<file path="src/rtl/spectro_sequencer.sv">
// spectro_sequencer
//   Frame sequencer for the line-scan micro-spectrometer. Divides clk down to
//   the free-running sensor clock and produces the sensor start pulse. The
//   exposure is set by a register-file value. It then walks the readout window
//   and issues one ADC sample strobe and one pixel index per pixel.
//
// Ports:
//   clk          system clock
//   resetn       synchronous active-low reset
//   start        one-cycle frame request, accepted only while idle
//   continuous   restart a new frame straight after each frame_done while high
//   abort        one-cycle request to drop the current frame (no frame_done)
//   exposure     extra SST-high ticks beyond ST_MIN, latched at frame start
//   sclk         sensor clock; high while the divider is in its upper half
//   sst          sensor start; changes only at SCLK falling edges
//   pix_strobe   one-cycle ADC sample strobe, one clk after each readout tick
//   pix_index    pixel number, valid with pix_strobe
//   frame_start  one-cycle pulse as sst rises
//   frame_done   one-cycle pulse at the end of the tail
//   busy         high from sst rise through frame_done
module spectro_sequencer #(
    parameter int CLK_DIV = 8,
    parameter int ST_MIN  = 6,
    parameter int LEAD    = 88,
    parameter int NPIX    = 288,
    parameter int TAIL    = 10,
    parameter int IW      = 9
) (
    input  logic          clk,
    input  logic          resetn,
    input  logic          start,
    input  logic          continuous,
    input  logic          abort,
    input  logic [31:0]   exposure,
    output logic          sclk,
    output logic          sst,
    output logic          pix_strobe,
    output logic [IW-1:0] pix_index,
    output logic          frame_start,
    output logic          frame_done,
    output logic          busy
);

    localparam int DW = (CLK_DIV > 2) ? $clog2(CLK_DIV) : 1;

    typedef enum logic [2:0] {
        S_IDLE,
        S_ST_HIGH,
        S_LEAD,
        S_READ,
        S_TAIL
    } state_t;

    state_t        state, state_n;
    logic [DW-1:0] div, div_n;
    logic          tick;
    // 33 bits so that ST_MIN + 32'hFFFFFFFF cannot wrap
    logic [32:0]   cnt, cnt_n;
    logic          pending, pending_n;
    logic          launch;
    logic          sst_n, busy_n, pix_strobe_n, frame_start_n, frame_done_n;
    logic [IW-1:0] pix_index_n;

    always_ff @(posedge clk) begin
        if (!resetn) begin
            div         <= '0;
            sclk        <= 1'b0;
            state       <= S_IDLE;
            cnt         <= '0;
            pending     <= 1'b0;
            sst         <= 1'b0;
            busy        <= 1'b0;
            pix_strobe  <= 1'b0;
            pix_index   <= '0;
            frame_start <= 1'b0;
            frame_done  <= 1'b0;
        end else begin
            div         <= div_n;
            // registered from the next divider value so sclk lines up with div
            sclk        <= (div_n >= DW'(CLK_DIV / 2));
            state       <= state_n;
            cnt         <= cnt_n;
            pending     <= pending_n;
            sst         <= sst_n;
            busy        <= busy_n;
            pix_strobe  <= pix_strobe_n;
            pix_index   <= pix_index_n;
            frame_start <= frame_start_n;
            frame_done  <= frame_done_n;
        end
    end

    always_comb begin
        tick          = (div == DW'(CLK_DIV - 1));
        div_n         = tick ? '0 : div + 1'b1;
        state_n       = state;
        cnt_n         = cnt;
        pending_n     = pending;
        sst_n         = sst;
        busy_n        = busy;
        pix_strobe_n  = 1'b0;
        pix_index_n   = pix_index;
        frame_start_n = 1'b0;
        frame_done_n  = 1'b0;
        launch        = 1'b0;

        if (state == S_IDLE && start) begin
            pending_n = 1'b1;
        end

        // index advances in the strobe cycle itself, after it has been sampled
        if (pix_strobe && state == S_READ) begin
            pix_index_n = pix_index + 1'b1;
        end

        if (tick) begin
            case (state)
                S_IDLE: begin
                    launch = pending;
                end
                S_ST_HIGH: begin
                    if (cnt == 33'd1) begin
                        sst_n   = 1'b0;
                        cnt_n   = 33'(LEAD);
                        state_n = S_LEAD;
                    end else begin
                        cnt_n = cnt - 33'd1;
                    end
                end
                S_LEAD: begin
                    if (cnt == 33'd1) begin
                        pix_index_n = '0;
                        state_n     = S_READ;
                    end else begin
                        cnt_n = cnt - 33'd1;
                    end
                end
                S_READ: begin
                    pix_strobe_n = 1'b1;
                    if (pix_index == IW'(NPIX - 1)) begin
                        cnt_n   = 33'(TAIL);
                        state_n = S_TAIL;
                    end
                end
                S_TAIL: begin
                    if (cnt == 33'd1) begin
                        frame_done_n = 1'b1;
                        if (continuous) begin
                            launch = 1'b1;
                        end else begin
                            busy_n  = 1'b0;
                            state_n = S_IDLE;
                        end
                    end else begin
                        cnt_n = cnt - 33'd1;
                    end
                end
                default: begin
                    state_n = S_IDLE;
                end
            endcase
        end

        // shared by the idle start and the back-to-back continuous restart
        if (launch) begin
            cnt_n         = {1'b0, exposure} + 33'(ST_MIN);
            sst_n         = 1'b1;
            busy_n        = 1'b1;
            frame_start_n = 1'b1;
            pending_n     = 1'b0;
            state_n       = S_ST_HIGH;
        end

        if (abort) begin
            state_n       = S_IDLE;
            sst_n         = 1'b0;
            busy_n        = 1'b0;
            pix_strobe_n  = 1'b0;
            frame_start_n = 1'b0;
            frame_done_n  = 1'b0;
            pending_n     = 1'b0;
        end
    end

endmodule
</file>
<file path="config.mk">
export PLATFORM = sky130hd
export DESIGN_NAME = spectro_sequencer
export DESIGN_NICKNAME = d
export VERILOG_FILES = /design/src/rtl/spectro_sequencer.sv
export SDC_FILE = /design/constraint.sdc
export NUM_CORES = 1
export LEC_CHECK = 0
export CORE_MARGIN = 8
export CORE_UTILIZATION = 24
export DETAILED_ROUTE_END_ITERATION = 6
export PLACE_DENSITY_LB_ADDON = 0.3
export REMOVE_ABC_BUFFERS = 1
export SETUP_SLACK_MARGIN = 0.3
export SLEW_MARGIN = 15
export SYNTH_ARGS = -nofsm -noshare
export SYNTH_HDL_FRONTEND = slang
export SYNTH_SLANG_ARGS = --single-unit
</file>
<file path="constraint.sdc">
create_clock -name clk -period 6 [get_ports clk]
set_input_delay 0.6 -clock clk [delete_from_list [all_inputs] [get_ports clk]]
set_output_delay 0.6 -clock clk [all_outputs]
set_load 0.01 [all_outputs]
</file>
==> impl_metrics.prom <==
# TYPE chip_impl_metric gauge
chip_impl_metric{name="viasPerCell",unit=""} 5.32
chip_impl_metric{name="synth.ff_latch_count",unit=""} 54
chip_impl_metric{name="layout-drive-gt1-share",unit="%"} 5.87
chip_impl_metric{name="layout.filler_cells",unit=""} 1770
chip_impl_info{name="rr_startpoint",value="div[0]"} 1
chip_impl_metric{name="fp.dieArea",unit="um2"} 21000
chip_impl_metric{name="hold_path_depth",unit=""} 1
chip_impl_metric{name="grt_start_max_net_pins",unit=""} 32
chip_impl_metric{name="sequentialPowerShare",unit="%"} 50.3
chip_impl_metric{name="grt_pass1_vias",unit=""} 3938
chip_impl_info{name="min-delay-path-class",value="reg2reg"} 1
chip_impl_info{name="grt_setup_unrepaired",value="false"} 1
chip_impl_metric{name="critical_path.max_fanout",unit=""} 25
chip_impl_info{name="clk_tree_root_cell",value="sky130_fd_sc_hd__clkbuf_16"} 1
chip_impl_metric{name="proportion_of_power_drawn_by_the_clock_network",unit="%"} 40.3
chip_impl_metric{name="synth.yosys.seq_area_share",unit="%"} 27.1
chip_impl_info{name="synth_common_cells",value="sky130_fd_sc_hd__dfxtp_1 (54), sky130_fd_sc_hd__nand2_1 (43), sky130_fd_sc_hd__nor2_1 (43), sky130_fd_sc_hd__nand3_1 (31)"} 1
chip_impl_metric{name="areaGrowthSynthToFinish",unit="%"} 20.3
chip_impl_metric{name="grt_antenna_before_repair",unit=""} 0
chip_impl_metric{name="synth_enable_flop_cells",unit=""} 0
chip_impl_info{name="timing.rr.end",value="cnt[21]"} 1
chip_impl_metric{name="post_detailed_route_count_of_antenna_violating_nets",unit=""} 0
chip_impl_info{name="yosys.cell_count.top_type",value="sky130_fd_sc_hd__dfxtp_1"} 1
chip_impl_info{name="crit_path_start_kind",value="flip-flop"} 1
chip_impl_metric{name="p_switching",unit="mW"} 0.168
chip_impl_metric{name="globalRouteTotalUtil",unit="%"} 12.3
chip_impl_metric{name="multi_input_area",unit="um2"} 2710
chip_impl_metric{name="core",unit="um2"} 16400
chip_impl_metric{name="cts_inserted_buffers",unit=""} 5
chip_impl_metric{name="wl_per_cell",unit="um"} 16.6
chip_impl_metric{name="cp_data_arrival_time",unit="ps"} 3490
chip_impl_metric{name="cp.buffers_inverters",unit=""} 1
chip_impl_metric{name="syn-mean-instance-area",unit="um2"} 7.73
chip_impl_metric{name="cts_resized",unit=""} 0
chip_impl_metric{name="pwr_density_cell",unit="nW/um2"} 150
chip_impl_metric{name="die_h",unit="um"} 145
chip_impl_metric{name="internal-power",unit="mW"} 0.550
chip_impl_metric{name="normalized_max_slew_margin",unit="%"} 29.6
chip_impl_metric{name="period_minus_slack",unit="ps"} 3300
chip_impl_metric{name="number_of_warnings_reported_in_the_yosys_synthesis_log",unit=""} 0
chip_impl_metric{name="cts_buffer_depth",unit=""} 2
chip_impl_info{name="predominant_post_synthesis_flop_cell",value="sky130_fd_sc_hd__dfxtp_1"} 1
chip_impl_metric{name="maxCapViolations",unit=""} 0
chip_impl_metric{name="ys_async_sr_fraction",unit="%"} 0
chip_impl_metric{name="tightest_slew",unit="ps"} 1050
chip_impl_metric{name="layout.area.seq",unit="um2"} 1080
chip_impl_info{name="result_of_the_run",value="finished clean"} 1
chip_impl_metric{name="cellLeakagePower",unit="nW"} 1.72
chip_impl_metric{name="power_frac_comb",unit="%"} 9.5
chip_impl_metric{name="h-tree-depth",unit=""} 2
chip_impl_metric{name="synth.distinct_cells",unit=""} 62
chip_impl_info{name="crit_slowest_cell",value="sky130_fd_sc_hd__nor2b_1"} 1
chip_impl_metric{name="report.final.slew_viol_count",unit=""} 0
chip_impl_metric{name="timing_hold_violations_final",unit=""} 0
chip_impl_metric{name="holdWs",unit="ps"} 441
chip_impl_metric{name="fp-row-count",unit=""} 47
chip_impl_metric{name="io_buffer_count",unit=""} 51
chip_impl_metric{name="r2r_slack",unit="ps"} 2700
chip_impl_info{name="crit_family",value="simple AND/OR/NAND/NOR gates"} 1
chip_impl_metric{name="routed-via-count",unit=""} 4067
chip_impl_metric{name="drt-initial-drc-count",unit=""} 385
chip_impl_metric{name="initial_cell_density_of_the_core",unit="%"} 24.3
chip_impl_info{name="hold_path_end",value="div[0]"} 1
chip_impl_metric{name="clock_sink_count",unit=""} 54
chip_impl_metric{name="final_net_count",unit=""} 588
chip_impl_metric{name="netlist_instances",unit=""} 515
chip_impl_metric{name="drt_wl_total",unit="mm"} 12.7
chip_impl_metric{name="r2r.worst_path.cells",unit=""} 9
chip_impl_metric{name="die_x",unit="um"} 145
chip_impl_metric{name="final.setup.tns",unit="ps"} 0
chip_impl_metric{name="fin_crit_sh",unit="%"} 55.0
chip_impl_metric{name="gr-total-overflow",unit=""} 0
chip_impl_info{name="cell_chain_critical_path",value="ha_1, ha_1, nand2_1, nor2b_1, nor2_1, buf_4, nand2_1, o21ai_0, a32o_1"} 1
chip_impl_metric{name="setup-violations-final",unit=""} 0
chip_impl_metric{name="gpl.final_weighted_congestion",unit=""} 0.834
chip_impl_metric{name="timing.fmax",unit="MHz"} 303
chip_impl_metric{name="global_route_wire_length_before_repair",unit="mm"} 20.6
chip_impl_info{name="setup.worst_path.class",value="reg2reg"} 1
chip_impl_metric{name="firstDrtPassIters",unit=""} 5
chip_impl_metric{name="n_antenna_cell",unit=""} 0
chip_impl_metric{name="yosys.area.top_type_share",unit="%"} 27.1
chip_impl_metric{name="drt_drc_violations_left",unit=""} 0
chip_impl_metric{name="p_sw_share",unit="%"} 23.4
chip_impl_info{name="hold_path.startpoint",value="div[0]"} 1
chip_impl_info{name="netlist.top_cell.by_area",value="sky130_fd_sc_hd__dfxtp_1"} 1
chip_impl_metric{name="postCtsSetupBuffers",unit=""} 0
chip_impl_info{name="clock_tree_from_tritoncts",value="yes"} 1
chip_impl_metric{name="hold_buffers",unit=""} 0
chip_impl_metric{name="max-vdd-ir-drop",unit="V"} 0.000104
chip_impl_metric{name="io_pins",unit=""} 52
chip_impl_info{name="netlist_top_cells_area",value="sky130_fd_sc_hd__dfxtp_1 (27%), sky130_fd_sc_hd__xnor2_1 (5.1%), sky130_fd_sc_hd__nand2_1 (4.1%)"} 1
chip_impl_metric{name="worst_clock_skew",unit="ps"} 14.9
chip_impl_metric{name="crit_required",unit="ps"} 6190
chip_impl_metric{name="synth_area",unit="um2"} 3980
chip_impl_metric{name="clk_pin_slew_worst_paths",unit="ps"} 70
chip_impl_metric{name="clock_latency_on_the_worst_skew_pair",unit="ps"} 300
chip_impl_info{name="crit_path_end_kind",value="flip-flop"} 1
chip_impl_metric{name="cp_slowest_stage_delay",unit="ps"} 730
chip_impl_metric{name="post-dp-hpwl",unit="mm"} 9.48
[flip-flops by register name (all words and copies together) (netlist names)]
name,cells
pix_index,9
div,2
frame_done,1
pix_strobe,1
cnt,33
sclk,1
frame_start,1
busy,1
state,3
sst,1
pending,1
[stage by stage]
stage	util [%]	total power, mW	area (um2)	cells	setup slack, ps
after floorplan	-	0.392	3830	482	2970
after global placement	28.3	0.436	4640	757	2750
after detailed placement	28.3	0.438	4640	757	2660
after CTS	29.2	0.732	4790	765	2730
after global routing	29.2	0.751	4790	765	2420
final	29.2	0.719	4790	765	2700
[cells in the final DEF (no fill, tap or decap), types with 15 or more instances in the layout]
master                            count
sky130_fd_sc_hd__a21boi_0            18
sky130_fd_sc_hd__a21oi_1             15
sky130_fd_sc_hd__clkdlybuf4s50_1     51
sky130_fd_sc_hd__dfxtp_1             54
sky130_fd_sc_hd__nand2_1             43
sky130_fd_sc_hd__nand3_1             31
sky130_fd_sc_hd__nand4_1             18
sky130_fd_sc_hd__nor2_1              43
sky130_fd_sc_hd__nor3_1              23
sky130_fd_sc_hd__nor4_1              16
sky130_fd_sc_hd__o21ai_0             23
sky130_fd_sc_hd__xnor2_1             23
[metal layers]
layer	vias up	global-route usage, %	routed length [um]
met5	-	0	0
met4	0	3.94	233
met3	15	2.30	763
met2	133	19.3	5630
met1	1933	16.5	6080
li1	1986	-	-
[worst max path at each step]
stage	to	from	slack, ps	cells past startpoint
after global routing	cnt[8]	div[0]	2420	9
after CTS	cnt[14]	div[0]	2730	9
after global placement	cnt[27]	exposure[1]	2750	9
after floorplan	cnt[3]	div[0]	2970	8
after detailed placement	cnt[27]	exposure[1]	2660	9
final	cnt[21]	div[0]	2700	9
[cell families after synthesis]
family                   after synthesis  synth area share [%]
AND/OR/NAND/NOR                      247                  34.7
adder cells (fa/ha/maj)                7                  2.20
XOR/XNOR                              35                  7.70
flip-flops                            54                  27.1
buffers and inverters                 43                  4.81
AO/OA/AOI/OAI                        129                  23.5
[power by group through the flow]
stage	Sequential, mW	Clock, mW	Combinational (mW)
finish	0.361	0.290	0.0680
floorplan	0.370	0	0.0220
global placement	0.370	0	0.0668
CTS	0.361	0.303	0.0683
detailed placement	0.370	0	0.0679
global route	0.362	0.315	0.0742
[final cells by class]
cell class | count | area share (%)
repair buffers | 55 | 11.3
inverters | 10 | 0.783
clock inverters | 2 | 0.287
flip-flops and latches | 54 | 22.6
multi-input cells | 418 | 56.6
well taps | 220 | 5.75
clock buffers | 6 | 2.69
(Power assumes the default switching activity.)
